[src/rtl/mem_lsu_if.sv]
// Data-bus port bundle between the load/store unit (master) and data memory (slave).
// Handshake: the master raises bus_req with bus_we/addr/wdata/wstrb held stable; the access
// completes in the cycle the slave raises bus_ack (with bus_rdata valid), and bus_req drops next cycle.
interface mem_lsu_if;
   logic        bus_req;
   logic        bus_we;
   logic [31:0] bus_addr;
   logic [31:0] bus_wdata;
   logic [3:0]  bus_wstrb;
   logic        bus_ack;
   logic [31:0] bus_rdata;

   modport master (
      output bus_req, bus_we, bus_addr, bus_wdata, bus_wstrb,
      input  bus_ack, bus_rdata
   );

   modport slave (
      input  bus_req, bus_we, bus_addr, bus_wdata, bus_wstrb,
      output bus_ack, bus_rdata
   );
endinterface

[src/rtl/mem_lsu.sv]
// MEM-stage load/store unit: single-outstanding bus access with pipeline stall,
// alignment/type fault detection, load formatting and a no-ack watchdog.
module mem_lsu #(
   parameter int unsigned TIMEOUT = 255
) (
   input  logic        clk,
   input  logic        rst,
   input  logic        mem_dm_re,
   input  logic        mem_dm_we,
   input  logic [2:0]  mem_dm_type,
   input  logic [31:0] mem_alu_dout,
   input  logic [31:0] mem_dm_din,
   input  logic        mem_advance,
   output logic [31:0] mem_dm_dout,
   output logic        mem_stall,
   output logic        mem_fault,
   output logic        mem_bus_err,
   output logic [1:0]  dbg_state,
   mem_lsu_if.master   bus
);

   typedef enum logic [1:0] {
      IDLE = 2'd0,
      BUSY = 2'd1,
      DONE = 2'd2
   } state_e;

   localparam logic [15:0] WD_LAST = 16'(TIMEOUT - 1);

   state_e      state;
   logic [31:0] addr_q;
   logic [31:0] wdata_q;
   logic [31:0] rdata_q;
   logic [3:0]  wstrb_q;
   logic [2:0]  type_q;
   logic        we_q;
   logic        err_q;
   logic [15:0] wd_q;

   logic        access;
   logic        type_ok;
   logic        align_ok;
   logic        fault;
   logic [31:0] store_data;
   logic [3:0]  store_strb;
   logic [7:0]  ld_byte;
   logic [15:0] ld_half;
   logic [31:0] ld_fmt;

   // Access decode; a store takes priority when both re and we are high.
   always_comb begin
      access   = mem_dm_re | mem_dm_we;
      type_ok  = 1'b0;
      align_ok = 1'b1;
      case (mem_dm_type)
         3'b000, 3'b001, 3'b010: type_ok = 1'b1;
         3'b100, 3'b101:         type_ok = ~mem_dm_we;
         default:                type_ok = 1'b0;
      endcase
      case (mem_dm_type[1:0])
         2'b01:   align_ok = ~mem_alu_dout[0];
         2'b10:   align_ok = (mem_alu_dout[1:0] == 2'b00);
         default: align_ok = 1'b1;
      endcase
      fault = access & ~(type_ok & align_ok);
   end

   always_comb begin
      store_data = mem_dm_din;
      store_strb = 4'b1111;
      case (mem_dm_type[1:0])
         2'b00: begin
            store_data = {4{mem_dm_din[7:0]}};
            store_strb = 4'b0001 << mem_alu_dout[1:0];
         end
         2'b01: begin
            store_data = {2{mem_dm_din[15:0]}};
            store_strb = 4'b0011 << mem_alu_dout[1:0];
         end
         default: begin
            store_data = mem_dm_din;
            store_strb = 4'b1111;
         end
      endcase
   end

   always_comb begin
      ld_byte = rdata_q[7:0];
      case (addr_q[1:0])
         2'b00: ld_byte = rdata_q[7:0];
         2'b01: ld_byte = rdata_q[15:8];
         2'b10: ld_byte = rdata_q[23:16];
         2'b11: ld_byte = rdata_q[31:24];
         default: ld_byte = rdata_q[7:0];
      endcase
      ld_half = addr_q[1] ? rdata_q[31:16] : rdata_q[15:0];
      case (type_q)
         3'b000:  ld_fmt = {{24{ld_byte[7]}}, ld_byte};
         3'b001:  ld_fmt = {{16{ld_half[15]}}, ld_half};
         3'b100:  ld_fmt = {24'd0, ld_byte};
         3'b101:  ld_fmt = {16'd0, ld_half};
         default: ld_fmt = rdata_q;
      endcase
   end

   always_ff @(posedge clk) begin
      if (rst) begin
         state   <= IDLE;
         addr_q  <= '0;
         wdata_q <= '0;
         rdata_q <= '0;
         wstrb_q <= '0;
         type_q  <= '0;
         we_q    <= 1'b0;
         err_q   <= 1'b0;
         wd_q    <= '0;
      end else begin
         case (state)
            IDLE: begin
               if (access && !fault) begin
                  addr_q  <= mem_alu_dout;
                  type_q  <= mem_dm_type;
                  we_q    <= mem_dm_we;
                  wdata_q <= mem_dm_we ? store_data : 32'd0;
                  wstrb_q <= mem_dm_we ? store_strb : 4'b0000;
                  wd_q    <= '0;
                  state   <= BUSY;
               end
            end
            BUSY: begin
               // An ack on the watchdog's last cycle still wins over the timeout.
               if (bus.bus_ack) begin
                  rdata_q <= bus.bus_rdata;
                  wd_q    <= '0;
                  state   <= DONE;
               end else if (wd_q == WD_LAST) begin
                  err_q   <= 1'b1;
                  rdata_q <= '0;
                  wd_q    <= '0;
                  state   <= DONE;
               end else begin
                  wd_q <= wd_q + 16'd1;
               end
            end
            DONE: begin
               if (mem_advance) begin
                  err_q <= 1'b0;
                  state <= IDLE;
               end
            end
            default: state <= IDLE;
         endcase
      end
   end

   assign mem_stall   = ((state == IDLE) && access && !fault) || (state == BUSY);
   assign mem_fault   = (state == IDLE) && fault;
   assign mem_bus_err = (state == DONE) && err_q;
   assign mem_dm_dout = (state == DONE) ? ld_fmt : 32'd0;
   assign dbg_state   = state;

   assign bus.bus_req   = (state == BUSY);
   assign bus.bus_we    = we_q;
   assign bus.bus_addr  = {addr_q[31:2], 2'b00};
   assign bus.bus_wdata = wdata_q;
   assign bus.bus_wstrb = wstrb_q;

endmodule

[src/flat_wrapper.sv]
// flat-port wrapper written by rule: the top's interface ports become plain ports
module mem_lsu_flat 
#(
   parameter int unsigned TIMEOUT = 255
)
  (clk, rst, mem_dm_re, mem_dm_we, mem_dm_type, mem_alu_dout, mem_dm_din, mem_advance, mem_dm_dout, mem_stall, mem_fault, mem_bus_err, dbg_state, bus_bus_req, bus_bus_we, bus_bus_addr, bus_bus_wdata, bus_bus_wstrb, bus_bus_ack, bus_bus_rdata);
  mem_lsu_if bus_i ();
  input  logic clk;
  input  logic rst;
  input  logic mem_dm_re;
  input  logic mem_dm_we;
  input  logic [2:0] mem_dm_type;
  input  logic [31:0] mem_alu_dout;
  input  logic [31:0] mem_dm_din;
  input  logic mem_advance;
  output logic [31:0] mem_dm_dout;
  output logic mem_stall;
  output logic mem_fault;
  output logic mem_bus_err;
  output logic [1:0] dbg_state;
  output wire logic [$bits(bus_i.bus_req)-1:0] bus_bus_req;
  output wire logic [$bits(bus_i.bus_we)-1:0] bus_bus_we;
  output wire logic [$bits(bus_i.bus_addr)-1:0] bus_bus_addr;
  output wire logic [$bits(bus_i.bus_wdata)-1:0] bus_bus_wdata;
  output wire logic [$bits(bus_i.bus_wstrb)-1:0] bus_bus_wstrb;
  input wire logic [$bits(bus_i.bus_ack)-1:0] bus_bus_ack;
  input wire logic [$bits(bus_i.bus_rdata)-1:0] bus_bus_rdata;
  assign bus_bus_req = bus_i.bus_req;
  assign bus_bus_we = bus_i.bus_we;
  assign bus_bus_addr = bus_i.bus_addr;
  assign bus_bus_wdata = bus_i.bus_wdata;
  assign bus_bus_wstrb = bus_i.bus_wstrb;
  assign bus_i.bus_ack = bus_bus_ack;
  assign bus_i.bus_rdata = bus_bus_rdata;
  mem_lsu #(.TIMEOUT(TIMEOUT)) u_core (.clk(clk), .rst(rst), .mem_dm_re(mem_dm_re), .mem_dm_we(mem_dm_we), .mem_dm_type(mem_dm_type), .mem_alu_dout(mem_alu_dout), .mem_dm_din(mem_dm_din), .mem_advance(mem_advance), .mem_dm_dout(mem_dm_dout), .mem_stall(mem_stall), .mem_fault(mem_fault), .mem_bus_err(mem_bus_err), .dbg_state(dbg_state), .bus(bus_i));
endmodule
[config.mk]
export PLATFORM = sky130hd
export DESIGN_NAME = mem_lsu_flat
export DESIGN_NICKNAME = d
export VERILOG_FILES = /design/src/rtl/mem_lsu_if.sv /design/src/rtl/mem_lsu.sv /design/src/flat_wrapper.sv
export SDC_FILE = /design/constraint.sdc
export NUM_CORES = 1
export LEC_CHECK = 0
export BUFFER_PORTS_ARGS = -buffer_cell sky130_fd_sc_hd__clkbuf_2
export CAP_MARGIN = 10
export CORE_UTILIZATION = 26
export CTS_CLUSTER_SIZE = 12
export DETAILED_ROUTE_END_ITERATION = 6
export PLACE_DENSITY_LB_ADDON = 0.2
export SYNTH_ARGS = -nofsm -noshare
export SYNTH_HDL_FRONTEND = slang
export SYNTH_SLANG_ARGS = --single-unit
[constraint.sdc]
create_clock -name clk -period 3.4 [get_ports clk]
set_clock_uncertainty 0.2 [all_clocks]
set_input_delay 0.51 -clock clk [delete_from_list [all_inputs] [get_ports clk]]
set_output_delay 0.51 -clock clk [all_outputs]
set_load 0.02 [all_outputs]
Word level (Yosys, flattened, before mapping)
Index checks and enable logic that the tools add are counted.
{"block": "op_classes", "n_eq_ne": 20, "n_addsub": 1, "n_mux": 25, "reduce_logical": 23, "bitwise": 6, "shifts": 2}
{"op": "two-way mux 32 bit", "n": 4}
{"op": "case mux 32 bit (4 select lines)", "n": 1}
{"op": "two-way mux 16 bit", "n": 4}
{"op": "case mux 32 bit (2 select lines)", "n": 1}
{"op": "case mux 16 bit (2 select lines)", "n": 1}
{"op": "case mux 8 bit (4 select lines)", "n": 1}
{"op": "adder 16 x 1 -> 16 bit, second input constant", "n": 1}
{"op": "== test 16 x 8 -> 1 bit, second input constant", "n": 1}
{"op": "== test 3 bit, second input constant", "n": 4}
{"op": "== test 2 bit, second input constant", "n": 4}
{"op": "zero test 2 bit", "n": 4}
{"op": "two-way mux 2 bit", "n": 4}
{"op": "case mux 4 bit (2 select lines)", "n": 1}
{"op": "== test 2 x 1 -> 1 bit, second input constant", "n": 3}
{"op": "== test 3 x 1 -> 1 bit, second input constant", "n": 2}
{"op": "zero test 3 bit", "n": 2}
{"op": "case mux 1 bit (2 select lines)", "n": 3}
{"op": "case mux 2 bit (3 select lines)", "n": 1}
{"op": "AND reduction 2 bit", "n": 3}
{"op": "nonzero test 2 bit", "n": 3}
{"op": "logical AND 1 bit", "n": 5}
{"op": "two-way mux 4 bit", "n": 1}
{"op": "!= test 2 x 1 -> 1 bit, second input constant", "n": 2}
{"op": "!= test 2 bit, second input constant", "n": 2}
{"op": "14 further kinds", "n": 19}
{"block": "word_totals", "word_cells": 86, "in_bits": 105, "output_inout_bits": 107, "ff_bits": 123}

Logic depth before layout (Yosys ltp)
{"block": "logic_depth", "word_depth": 10, "depth_mapped": 10, "ltp_nobuf": 7}

Worst setup path before layout
Ideal clock, no wire load.
{"block": "synth_path", "path_kind": "input to output", "startpoint": "input mem_dm_type[1]", "endpoint": "output mem_stall", "t_arrival_ps": 2528, "required_ps": 2690, "stages": 9, "path_slack_ps": 162, "cell_sequence": "clkbuf_1 -> inv_1 -> ha_1 -> nor3_1 -> a211oi_1 -> a21bo_2 -> clkbuf_1 -> buf_1 -> nand2_1"}
{"block": "synth_via", "elab_chain_len": 9, "word_cells_on_any_way": 17, "cone_classes": "eq/ne: 6; mux: 2; bitwise: 3; reduce/logical: 6"}
{"element": "start, declared", "line": "flat_wrapper.sv:12", "source": "input logic [2:0] mem_dm_type;"}
{"element": "== test 3 x 1 -> 1 bit, or another cell as far along", "line": "mem_lsu.sv:55", "source": "case (mem_dm_type)"}
{"element": "OR reduction 3 bit / OR reduction 2 bit (equally long branches)", "line": "mem_lsu.sv:55"}
{"element": "case mux 1 bit (2 select lines)", "line": "mem_lsu.sv:55"}
{"element": "AND 1 bit *", "line": "mem_lsu.sv:65", "source": "fault = access & ~(type_ok & align_ok);"}
{"element": "inverter 1 bit *", "line": "mem_lsu.sv:65"}
{"element": "AND 1 bit *", "line": "mem_lsu.sv:65"}
{"element": "zero test 1 bit *", "line": "mem_lsu.sv:156", "source": "assign mem_stall = ((state == IDLE) && access && !fault) || (state == BUSY);"}
{"element": "logical AND 1 bit *", "line": "mem_lsu.sv:156"}
{"element": "logical OR 1 bit *", "line": "mem_lsu.sv:156"}
{"element": "end, declared", "line": "flat_wrapper.sv:17", "source": "output logic mem_stall;"}
Mark *: on every way between the ends. The rest lies on a longest branch, timed or not.

Worst setup path after layout
{"block": "layout_path", "startpoint": "register u_core.addr_q[1]", "endpoint": "output mem_dm_dout[13]"}
{"block": "layout_via", "elab_chain_len": 4, "word_cells_on_any_way": 8, "cone_classes": "eq/ne: 3; mux: 4; reduce/logical: 1"}
{"element": "start, declared", "line": "mem_lsu.sv:31", "source": "logic [31:0] addr_q;"}
{"element": "start signal, assigned", "line": "mem_lsu.sv:121", "source": "addr_q <= mem_alu_dout;"}
{"element": "== test 2 bit, or another cell as far along", "line": "mem_lsu.sv:89", "source": "case (addr_q[1:0])"}
{"element": "case mux 8 bit (4 select lines)", "line": "mem_lsu.sv:89"}
{"element": "case mux 32 bit (4 select lines) *", "line": "mem_lsu.sv:97", "source": "case (type_q)"}
{"element": "two-way mux 32 bit *", "line": "mem_lsu.sv:159", "source": "assign mem_dm_dout = (state == DONE) ? ld_fmt : 32'd0;"}
{"element": "end, declared", "line": "flat_wrapper.sv:16", "source": "output logic [31:0] mem_dm_dout;"}
Marked as above.

==> out/summary.txt <==
Status: finished clean
Io pins: 212
Synth-to-Final Area Change: 27.2%
Reg-to-reg endpoint: u_core.wd_q[12]
WL final: 20.9 mm
Dominant synthesized flop cell: dfxtp_1
Clock transition at path regs: 60 ps
Root Buffer: clkbuf_16
Dpl ws: 412 ps
Arrival @ worst endpoint: 2350 ps
Setup Crit Path Kind: reg2out
Total Routing Usage GR: 0.174
Avg WL per Cell: 18.5 um
Total Neg Setup Slack: 0 ps
Reg2Reg Depth: 4
Fraction of layout cells with a size suffix above 1: 0.327
Initial antenna violation count: 0
Worst Setup EP: mem_dm_dout[13]
Antenna Cells: 0
Slew Limit Fails: 0
YS warnings: 0
Worst Max-Slew Pin Slew: 812 ps
MaxCap Viol Count: 0
Final period utilization: 0.901
Synth cell types: 55
Area after DPL: 0.00703 mm2
Fin crit period: 3060 ps
Syn avg cell area: 8.75 um2
Power per cell area: 499 mW/mm2
Max IR drop VDD: 0.221 mV
Row count: 55
Finish-stage setup viols: 0
Flops & latches, synth: 123
CTS Buf Count: 17
Clk buf depth: 2
RR Startpoint: u_core.dbg_state[0]
Via density: 5.17
Final Hold Vio Count: 0
Post-DP HPWL: 14.4 mm
Crit end category: output port
Reg2Reg Setup Slack: 870 ps
Worst hold path depth: 2
Fmax: 0.327 GHz
Hold buffers post-CTS: 0
Crit path launch: u_core.addr_q[1]
Post-synth EDFFs: 0
Worst Path Required: 2690 ps
WHS: 90.9 ps
Chip height: 154 um
GRT Residual Overflow: 0
CTS Sinks: 123
DR DRC count: 0
Area of the multi-input gates: 0.00294 mm2
Synth top area cells: dfxtp_1 41%, a22o_1 5.9%, a21oi_1 5.2%, buf_4 4.1%, o21ai_1 3.9%
Final nets: 943
Layout filler cell count: 2,450
Starting Density: 0.265
Routed Antenna Nets: 0
DIE AREA: 0.0236 mm2
Post-route worst setup slack: 337 ps
Final instance area: 0.00761 mm2
Iter 0 DRT Violations: 332
CP Launch Type: flip-flop
Global-route wire length before repair: 32.1 mm
Post-synth top area cell: dfxtp_1
PortBufs: 209
Worst-path maximum fanout: 11
Core box area: 0.0226 mm2
Register area: 0.00246 mm2
RePlAce Congestion: 0.788
Die X: 154 um
Share of the synthesized area in the top cell type: 0.412
Hold Crit Class: in2reg
Max-Slew Margin vs Limit: 0.458
Vias in the first global route: 5,664
Largest net degree at the start of global routing: 54
Post-Synthesis Cells: 683
TritonCTS clock tree: done
Register area share after synthesis: 0.412
Vias: 5,847
RSZ-0062 raised after global routing: no
Htree depth: 4
Post_cts resized: 0
Ys async rst share: 0
First-pass iteration count of the detailed router: 5
Post-synthesis cell area: 0.00598 mm2
Number of post-CTS setup repair buffers: 0
Lkg Pwr: 0.00335 uW
Clk_lat worst skew: 410 ps
==> sequential cells by signal, indices dropped and copies added, names as in the netlist <==
signal and cells:
u_core.addr_q 32, u_core.bus.bus_wdata 32, u_core.rdata_q 32, u_core.wd_q 16, u_core.bus.bus_wstrb 4, u_core.type_q 3, u_core.dbg_state 2, u_core.bus.bus_we 1
u_core.err_q 1
==> Yosys cell counts (11+ instances only) <==
cell      number
a22o_1        40
o21ai_0       14
dfxtp_1      123
nor4_1        27
o21ai_1       47
buf_1         11
inv_1         15
nor2_1        11
clkbuf_1      48
nor3_1        12
a21o_1        17
a21oi_1       62
nand2_1       28
nand4_1       12
a31o_1        26
nand3_1       43
buf_4         33
==> metal layers <==
layer	track usage	vias up	share of wire
met5	0	-	0
met4	0.0657	0	0.024
met3	0.0665	32	0.080
met2	0.273	208	0.45
met1	0.214	2753	0.45
li1	-	2854	-
==> critical path: stages, from the launching register on <==
cell and delay [ps]:
dfxtp_1 570, mux4_2 370, nand2b_1 150, nor2_1 50, nor2_1 420, a221oi_1 180, clkbuf_2 210
==> power by group <==
group | switching, uW | leakage (uW) | internal [uW] | total [uW]
Combinational | 311 | 0.00207 | 169 | 480
Clock | 668 | 0.000281 | 1120 | 1780
Sequential | 42.4 | 0.000996 | 1490 | 1530
Total | 1020 | 0.00335 | 2780 | 3800
==> worst min path at each step <==
| stage | slack [ps] | end | startpoint |
|---|---|---|---|
| after detailed placement | 260 | u_core.rdata_q[14] | u_core.rdata_q[14] |
| after CTS | 80 | u_core.err_q | mem_advance |
| after global placement | 260 | u_core.bus.bus_wdata[17] | u_core.bus.bus_wdata[17] |
| final | 90 | u_core.err_q | mem_advance |
| after global routing | 80 | u_core.err_q | mem_advance |
| after floorplan | 250 | u_core.rdata_q[10] | u_core.rdata_q[10] |
==> logic make-up (layout without fill, tap and decap cells) <==
family,Yosys count,count (layout),share of synthesized area
adders and majority gates,5,5,0.0105
buffers and inverters,117,278,0.0998
DFF,123,123,0.412
and+or+nand+nor,162,162,0.146
muxes,10,10,0.0190
xor gates and xnor gates,1,1,0.00147
other,1,2,0.000627
AOI/OAI and AO/OA,264,264,0.311
==> layout make-up <==
| type | count | share of cell area |
|---|---|---|
| Clock buffer | 25 | 0.0678 |
| Clock inverter | 6 | 0.00789 |
| Inverter | 18 | 0.00888 |
| Multi-Input combinational cell | 444 | 0.386 |
| Sequential cell | 123 | 0.324 |
| Tap cell | 285 | 0.0469 |
| Timing Repair Buffer | 229 | 0.159 |
==> cell usage in the layout, fill, tap and decap left out, types with 19 or more instances in the layout <==
cell type  Yosys  routed
a21oi_1       62      62
a31o_1        26      26
dfxtp_1      123     122
buf_4         33      19
nand2_1       28      28
a22o_1        40      40
nor4_1        27      27
o21ai_1       47      47
nand3_1       43      43
clkbuf_2       0     209
==> stage by stage <==
step | std cells | power [uW] | util
finish | 1130 | 3800 | 0.337
global placement | 1099 | 2050 | 0.312
detailed placement | 1099 | 2050 | 0.312
CTS | 1130 | 3850 | 0.337
floorplan | 684 | 1870 | -
global route | 1130 | 3940 | 0.337
(Power assumes the default switching activity.)
